[config.mk]
export PLATFORM = sky130hd
export DESIGN_NAME = cpu_phase_controller
export DESIGN_NICKNAME = d
export VERILOG_FILES = /design/src/rtl/cpu_phase_controller.sv
export SDC_FILE = /design/constraint.sdc
export NUM_CORES = 1
export LEC_CHECK = 0
export CAP_MARGIN = 20
export CELL_PAD_IN_SITES_DETAIL_PLACEMENT = 0
export CELL_PAD_IN_SITES_GLOBAL_PLACEMENT = 1
export CORE_MARGIN = 1
export CORE_UTILIZATION = 23
export DETAILED_ROUTE_END_ITERATION = 10
export PLACE_DENSITY = 0.8
export SYNTH_ARGS = -nofsm -noshare
export SYNTH_HDL_FRONTEND = slang
export SYNTH_SLANG_ARGS = --single-unit
[constraint.sdc]
create_clock -name clk -period 1.4 [get_ports clk]
set_clock_uncertainty 0.05 [all_clocks]
set_input_delay 0.28 -clock clk [delete_from_list [all_inputs] [get_ports clk]]
set_output_delay 0.28 -clock clk [all_outputs]
set_load 0.01 [all_outputs]
[src/rtl/cpu_phase_controller.sv]
// Eight-phase instruction sequencer for the 8-bit RISC CPU.
// Decodes phase, opcode and zero flag into datapath strobes; sticky halt until reset.
module cpu_phase_controller #(
  parameter int unsigned WIDTH_OPCODE = 3,
  parameter logic [WIDTH_OPCODE-1:0] OP_HLT = WIDTH_OPCODE'(0),
  parameter logic [WIDTH_OPCODE-1:0] OP_SKZ = WIDTH_OPCODE'(1),
  parameter logic [WIDTH_OPCODE-1:0] OP_ADD = WIDTH_OPCODE'(2),
  parameter logic [WIDTH_OPCODE-1:0] OP_AND = WIDTH_OPCODE'(3),
  parameter logic [WIDTH_OPCODE-1:0] OP_XOR = WIDTH_OPCODE'(4),
  parameter logic [WIDTH_OPCODE-1:0] OP_LDA = WIDTH_OPCODE'(5),
  parameter logic [WIDTH_OPCODE-1:0] OP_STO = WIDTH_OPCODE'(6),
  parameter logic [WIDTH_OPCODE-1:0] OP_JMP = WIDTH_OPCODE'(7)
) (
  input  logic                    clk,
  input  logic                    reset,
  input  logic [WIDTH_OPCODE-1:0] opcode,
  input  logic                    zero,
  input  logic                    mem_ready,
  output logic                    sel,
  output logic                    rd,
  output logic                    wr,
  output logic                    ld_ir,
  output logic                    ld_ac,
  output logic                    inc_pc,
  output logic                    ld_pc,
  output logic                    data_e,
  output logic                    halt,
  output logic [2:0]              phase
);

  typedef enum logic [2:0] {
    PH_INST_ADDR  = 3'd0,
    PH_INST_FETCH = 3'd1,
    PH_INST_LOAD  = 3'd2,
    PH_IDLE       = 3'd3,
    PH_OP_ADDR    = 3'd4,
    PH_OP_FETCH   = 3'd5,
    PH_ALU_OP     = 3'd6,
    PH_STORE      = 3'd7
  } phase_e;

  phase_e phase_q, phase_d;
  logic   halted_q, halted_d;
  logic   aluop, is_hlt, is_skz, is_sto, is_jmp;

  assign aluop  = (opcode == OP_ADD) || (opcode == OP_AND) ||
                  (opcode == OP_XOR) || (opcode == OP_LDA);
  assign is_hlt = (opcode == OP_HLT);
  assign is_skz = (opcode == OP_SKZ);
  assign is_sto = (opcode == OP_STO);
  assign is_jmp = (opcode == OP_JMP);

  always_ff @(posedge clk or posedge reset) begin
    if (reset) begin
      phase_q  <= PH_INST_ADDR;
      halted_q <= 1'b0;
    end else begin
      phase_q  <= phase_d;
      halted_q <= halted_d;
    end
  end

  // Next phase and strobe decode; a halted sequencer freezes at OP_ADDR.
  always_comb begin
    phase_d  = phase_q;
    halted_d = halted_q;
    sel      = 1'b0;
    rd       = 1'b0;
    wr       = 1'b0;
    ld_ir    = 1'b0;
    ld_ac    = 1'b0;
    inc_pc   = 1'b0;
    ld_pc    = 1'b0;
    data_e   = 1'b0;
    halt     = 1'b0;
    if (halted_q) begin
      halt = 1'b1;
    end else begin
      case (phase_q)
        PH_INST_ADDR: begin
          sel     = 1'b1;
          phase_d = PH_INST_FETCH;
        end
        PH_INST_FETCH: begin
          sel = 1'b1;
          rd  = 1'b1;
          if (mem_ready) phase_d = PH_INST_LOAD;
        end
        PH_INST_LOAD: begin
          sel     = 1'b1;
          rd      = 1'b1;
          ld_ir   = 1'b1;
          phase_d = PH_IDLE;
        end
        PH_IDLE: begin
          sel     = 1'b1;
          rd      = 1'b1;
          ld_ir   = 1'b1;
          phase_d = PH_OP_ADDR;
        end
        PH_OP_ADDR: begin
          if (is_hlt) begin
            halt     = 1'b1;
            halted_d = 1'b1;
          end else begin
            inc_pc  = 1'b1;
            phase_d = PH_OP_FETCH;
          end
        end
        PH_OP_FETCH: begin
          rd = aluop;
          if (!aluop || mem_ready) phase_d = PH_ALU_OP;
        end
        PH_ALU_OP: begin
          rd      = aluop;
          inc_pc  = is_skz && zero;
          ld_pc   = is_jmp;
          data_e  = is_sto;
          phase_d = PH_STORE;
        end
        PH_STORE: begin
          rd      = aluop;
          ld_ac   = aluop;
          inc_pc  = is_jmp;
          ld_pc   = is_jmp;
          wr      = is_sto;
          data_e  = is_sto;
          phase_d = PH_INST_ADDR;
        end
        default: phase_d = PH_INST_ADDR;
      endcase
    end
  end

  assign phase = 3'(phase_q);

endmodule

; ---- Yosys cells after proc, flatten, opt, wreduce, memory -nomap -nowiden
; Index checks and enable logic that the tools add are counted.
[op_classes]
eq_ne = 17
mux = 24
bitwise = 1
reduce_logical = 14
[ops]
columns = op, n
row1 = "equality test 3 bit, second input constant", 8
row2 = one-hot mux 3 bit (8 select lines), 1
row3 = two-way mux 1 bit, 18
row4 = "equality test 3 x 2 -> 1 bit, second input constant", 4
row5 = two-way mux 3 bit, 3
row6 = "equality test 3 x 1 -> 1 bit, second input constant", 2
row7 = zero test 3 bit, 2
row8 = "inequality test 2 bit, second input constant", 3
row9 = OR reduction 3 bit, 2
row10 = logical OR 1 bit, 4
row11 = AND reduction 4 bit, 1
row12 = OR reduction 2 bit, 2
row13 = OR reduction 4 bit, 1
row14 = one-hot mux 1 bit (3 select lines), 1
row15 = one-hot mux 1 bit (2 select lines), 1
row16 = logical AND 1 bit, 1
row17 = zero test 1 bit, 1
row18 = inverter 1 bit, 1
[word_totals]
register_bits = 4
output_inout_bits = 12
elab_cells = 58

; ---- Logic depth before layout (Yosys ltp)
[depth]
ltp_word = 8
ltp_mapped = 4

; ---- Worst setup path after synthesis
; No wires, ideal clock.
[synth_timing]
path_kind = in2out
from = input opcode[1]
to = output inc_pc
t_arrival_ns = 1.136
path_slack_ns = -0.066
path_stages = 3
path_buffers = 0
path_cell_list = or3b_1 -> a211o_1 -> a21oi_1
[synth_between]
elab_chain_len = 4
elab_cells_between_ends = 7
[synth_lines]
columns = element, line_no
row1 = from (decl), 16  ; input logic [WIDTH_OPCODE-1:0] opcode,
row2 = equality test 3 x 1 -> 1 bit or zero test 3 bit (tied branches), "49, 48"
row3 = logical AND 1 bit or two-way mux 1 bit (tied branches), "116, 102"
row4 = one-hot mux 1 bit (3 select lines) (*), 79  ; case (phase_q)
row5 = two-way mux 1 bit (*), 76  ; if (halted_q) begin
row6 = to (decl), 24  ; output logic inc_pc,
; Every way passes the cells marked *; elsewhere a longest branch is shown, timed or not.

; ---- Worst setup path after layout
[layout_timing]
from = register phase_q[2] (netlist: phase[2])
to = output ld_pc
[layout_between]
elab_chain_len = 4
elab_cells_between_ends = 5
[layout_lines]
columns = element, line_no
row1 = from (decl), 42  ; phase_e phase_q, phase_d;
row2 = from (signal assigned), 58  ; phase_q <= phase_d;
row3 = equality test 3 bit, 79
row4 = OR reduction 2 bit (no line) (*), -
row5 = two-way mux 1 bit (*), 79
row6 = two-way mux 1 bit (*), 76
row7 = to (decl), 25  ; output logic ld_pc,
; Marked as above.

==> impl_metrics.sql <==
INSERT INTO impl_metrics (metric_group, metric, value, unit) VALUES
('placement', 'io_buffer_count', '18', ''),
('run_status', 'violated_checks', 'negative setup slack', ''),
('critical_path', 'rr_endpoint', 'phase[0]$_DFFE_PP0P_', ''),
('cells_and_area', 'layout-area-overhead-vs-synth', '115', '%'),
('placement', 'global_placer_s_final_weighted_congestion', '0.774', ''),
('die', 'core', '1170', 'um2'),
('synth', 'adder_cell_share_of_the_synthesized_area', '0', ''),
('critical_path', 'timing.critical_path.arrival', '1320', 'ps'),
('critical_path', 'critical_path.endpoint_type', 'output pin', ''),
('cells_and_area', 'finalNonFillerCells', '88', ''),
('timing', 'finalCritPeriodShare', '1.18', ''),
('clock_tree', 'tritoncts', 'built', ''),
('run_status', 'outcome', 'finished, violations left', ''),
('global_routing', 'grt_max_degree', '8', ''),
('synth', 'ys_seq_area_frac', '0.325', ''),
('synth', 'synth_top_family_by_area', 'simple AND/OR/NAND/NOR gates', ''),
('synth', 'syn_inst', '35', ''),
('cells_and_area', 'final_layout_net_count', '83', ''),
('critical_path', 'critical_path.reg2reg.startpoint', 'phase[0]$_DFFE_PP0P_', ''),
('synth', 'synth_seq_cells', '4', ''),
('timing', 'final_hold_viol_count', '0', ''),
('timing', 'rsz0062_at_grt', 'true', ''),
('critical_path', 'worst_setup_path_endpoint', 'ld_pc', ''),
('timing', 'worst-slew-pin-transition', '300', 'ps'),
('die', 'rows', '12', ''),
('clock_tree', 'worst_skew_pair.late_latency', '240', 'ps'),
('synth', 'synthesis.yosys.warnings', '0', ''),
('die', 'dieHeight', '38.6', 'um'),
('timing', 'finalSetupViolations', '9', ''),
('clock_tree', 'cts_buffers', '3', ''),
('timing', 'relSlewSlack', '0.799', ''),
('critical_path', 'timing.critical_path.fanout_max', '3', ''),
('global_routing', 'grt.overflow.total', '0', ''),
('timing', 'maxSlewViolCount', '0', ''),
('route', 'vias_per_cell', '4.73', ''),
('synth', 'synth-compound-area-share', '0.142', ''),
('cells_and_area', 'antenna_cells_inserted', '0', ''),
('critical_path', 'critical_path_class', 'reg -> out', ''),
('synth', 'synthXorXnorAreaFrac', '0.0854', ''),
('pwr', 'p_per_area', '1970', 'nW/um2'),
('global_routing', 'global_route_wire_length_before_repair', '1650', 'um'),
('cells_and_area', 'post-route-cell-area', '661', 'um2'),
('pwr', 'peakVddDrop', '0.000654', 'V'),
('timing', 'timing.final.ws_setup', '-248', 'ps'),
('die', 'initial_core_util', '0.263', ''),
('pwr', 'p_leak', '0.000318', 'uW'),
('synth', 'synth_simple_gate_area_frac', '0.374', ''),
('cells_and_area', 'layout_common_cells', '18 x buf_4, 11 x buf_2, 3 x clkbuf_4, 3 x dfrtp_2, 3 x buf_6', ''),
('placement', 'total_instance_count_after_detailed_placement', '76', ''),
('placement', 'dp.final_hpwl', '709', 'um'),
('run', 'cap_viol_max_count', '0', ''),
('global_routing', 'first_global_vias', '392', ''),
('route', 'final_antenna_net_count', '0', ''),
('route', 'wire_per_inst', '13.5', 'um'),
('route', 'route.final.wire_length', '1190', 'um'),
('clock_tree', 'htree_num_levels', '1', ''),
('clock_tree', 'clk_sinks', '4', ''),
('timing', 'layout_min_cycle_time', '1650', 'ps'),
('critical_path', 'ff2ff_setup_slack', '-160', 'ps'),
('synth', 'synth_area_per_cell', '8.79', 'um2'),
('placement', 'dpl-instance-area', '573', 'um2'),
('critical_path', 'crit_path_start_kind', 'register', ''),
('die', 'die_width', '38.6', 'um'),
('synth', 'synth_mux_area_frac', '0', ''),
('synth', 'synth.net_count', '42', ''),
('clock_tree', 'clkTransAtPathRegs', '40', 'ps'),
('critical_path', 'critical_path_required', '1070', 'ps'),
('route', 'drt-pass1-iter-count', '3', ''),
('synth', 'synth.distinct_cells', '23', ''),
('synth', 'netlist_area', '308', 'um2'),
('route', 'initialDrtViolationCount', '3', ''),
('global_routing', 'grt_antenna_before_repair', '0', ''),
('critical_path', 'worst_r2r_path_depth', '7', ''),
('global_routing', 'grt_usage', '0.172', ''),
('critical_path', 'cp-startpoint', 'phase[2]$_DFFE_PP0P_', ''),
('route', 'drt_drc_violations_left', '0', ''),
('cells_and_area', 'mostFrequentLayoutCell', 'buf_4', ''),
('die', 'floorplan.die_area', '1490', 'um2'),
('min_path', 'hold_class', 'in -> async', ''),
('clock_tree', 'cts-root-to-sink-buffers', '2', ''),
('route', 'vias', '416', ''),
('cells_and_area', 'share_of_layout_cells_above_drive_strength_1', '0.662', ''),
('die', 'floorplan.io_pins', '19', ''),
('clock_tree', 'ctsRootBufferMaster', 'clkbuf_4', ''),
('timing', 'clock.fmax', '607', 'MHz');
==> state kept, by name, indices dropped and copies added (netlist names) <==
signal	cells
halted_q	1
phase	3
==> metal layers <==
| layer | wire (um) | vias up | global-route usage |
|---|---|---|---|
| li1 | - | 205 | - |
| met1 | 463 | 205 | 0.162 |
| met2 | 692 | 6 | 0.329 |
| met3 | 33 | 0 | 0.0347 |
| met4 | 0 | 0 | 0.103 |
| met5 | 0 | - | 0 |
==> worst max-delay path: stages, from the launching register on <==
cell and delay (ps):
dfrtp_1 390, buf_6 120, nand4_1 120, buf_4 170, nor3b_2 130, buf_2 150
==> metrics by stage <==
stage	util	worst slack, ps	setup TNS (ps)	power [uW]	hold slack [ps]
after global routing	0.564	-309	-2050	1380	191
after CTS	0.538	-240	-1370	1220	170
after floorplan	-	-11.8	-11.8	613	-3.92
final	0.564	-248	-1620	1300	169
after global placement	0.489	-916	-5850	1040	422
after detailed placement	0.489	-941	-5970	1030	424
==> where the power goes <==
| group | switching (uW) | total (uW) | internal (uW) |
|---|---|---|---|
| Sequential | 103 | 290 | 186 |
| Clock | 50.0 | 146 | 96.1 |
| Combinational | 386 | 867 | 482 |
==> synth_stat cells <==
| cell | number | area [um2] |
|---|---|---|
| or3b_1 | 1 | 8.76 |
| or2b_2 | 1 | 8.76 |
| a211oi_1 | 2 | 15.0 |
| buf_4 | 1 | 7.51 |
| o21ai_0 | 1 | 5.00 |
| a211o_1 | 1 | 8.76 |
| nand2b_1 | 3 | 18.8 |
| dfrtp_1 | 4 | 100 |
| o211a_1 | 1 | 10.0 |
| and4_1 | 1 | 8.76 |
| inv_1 | 1 | 3.75 |
| and2_1 | 1 | 6.26 |
| nand4b_1 | 1 | 8.76 |
| nor2_1 | 4 | 15.0 |
| buf_6 | 1 | 11.3 |
| xnor2_1 | 2 | 17.5 |
| xor2_1 | 1 | 8.76 |
| nand4_1 | 1 | 6.26 |
| nor3_1 | 3 | 15.0 |
| nand2_1 | 1 | 3.75 |
| nand3b_1 | 1 | 7.51 |
| a21oi_1 | 1 | 5.00 |
| nor3b_1 | 1 | 7.51 |
==> final cells by class <==
class                      count  area [um2]
fill                         112         510
sequential                     4         104
multi-input combinational     28         235
clock buffer                   3        22.5
timing repair buffer          38         278
inverter                       1        3.75
tap                           14        17.5
==> kinds of logic after synthesis <==
logic type,after synthesis
AND/OR/NAND/NOR,19
AO/OA/AOI/OAI,6
flip-flops,4
XOR/XNOR,3
buffers and inverters,3
==> how the worst min path moves through the flow <==
stage / end / slack (ps) / cells past startpoint
after floorplan: halted_q$_DFF_PP0_ / -4 / 1
after global placement: phase[2]$_DFFE_PP0P_ / 420 / 2
after detailed placement: phase[2]$_DFFE_PP0P_ / 420 / 2
after CTS: phase[2]$_DFFE_PP0P_ / 170 / 2
after global routing: phase[2]$_DFFE_PP0P_ / 190 / 2
final: phase[2]$_DFFE_PP0P_ / 170 / 2
==> timing repair <==
item                                    4_1_cts  5_1_grt
resized for setup                            64        7
pin swaps                                     6        1
endpoints found under the setup margin       12       12
hold buffers                                  0        0
buffers inserted                              6        3
Note: power is estimated with default switching activity, not from simulation.
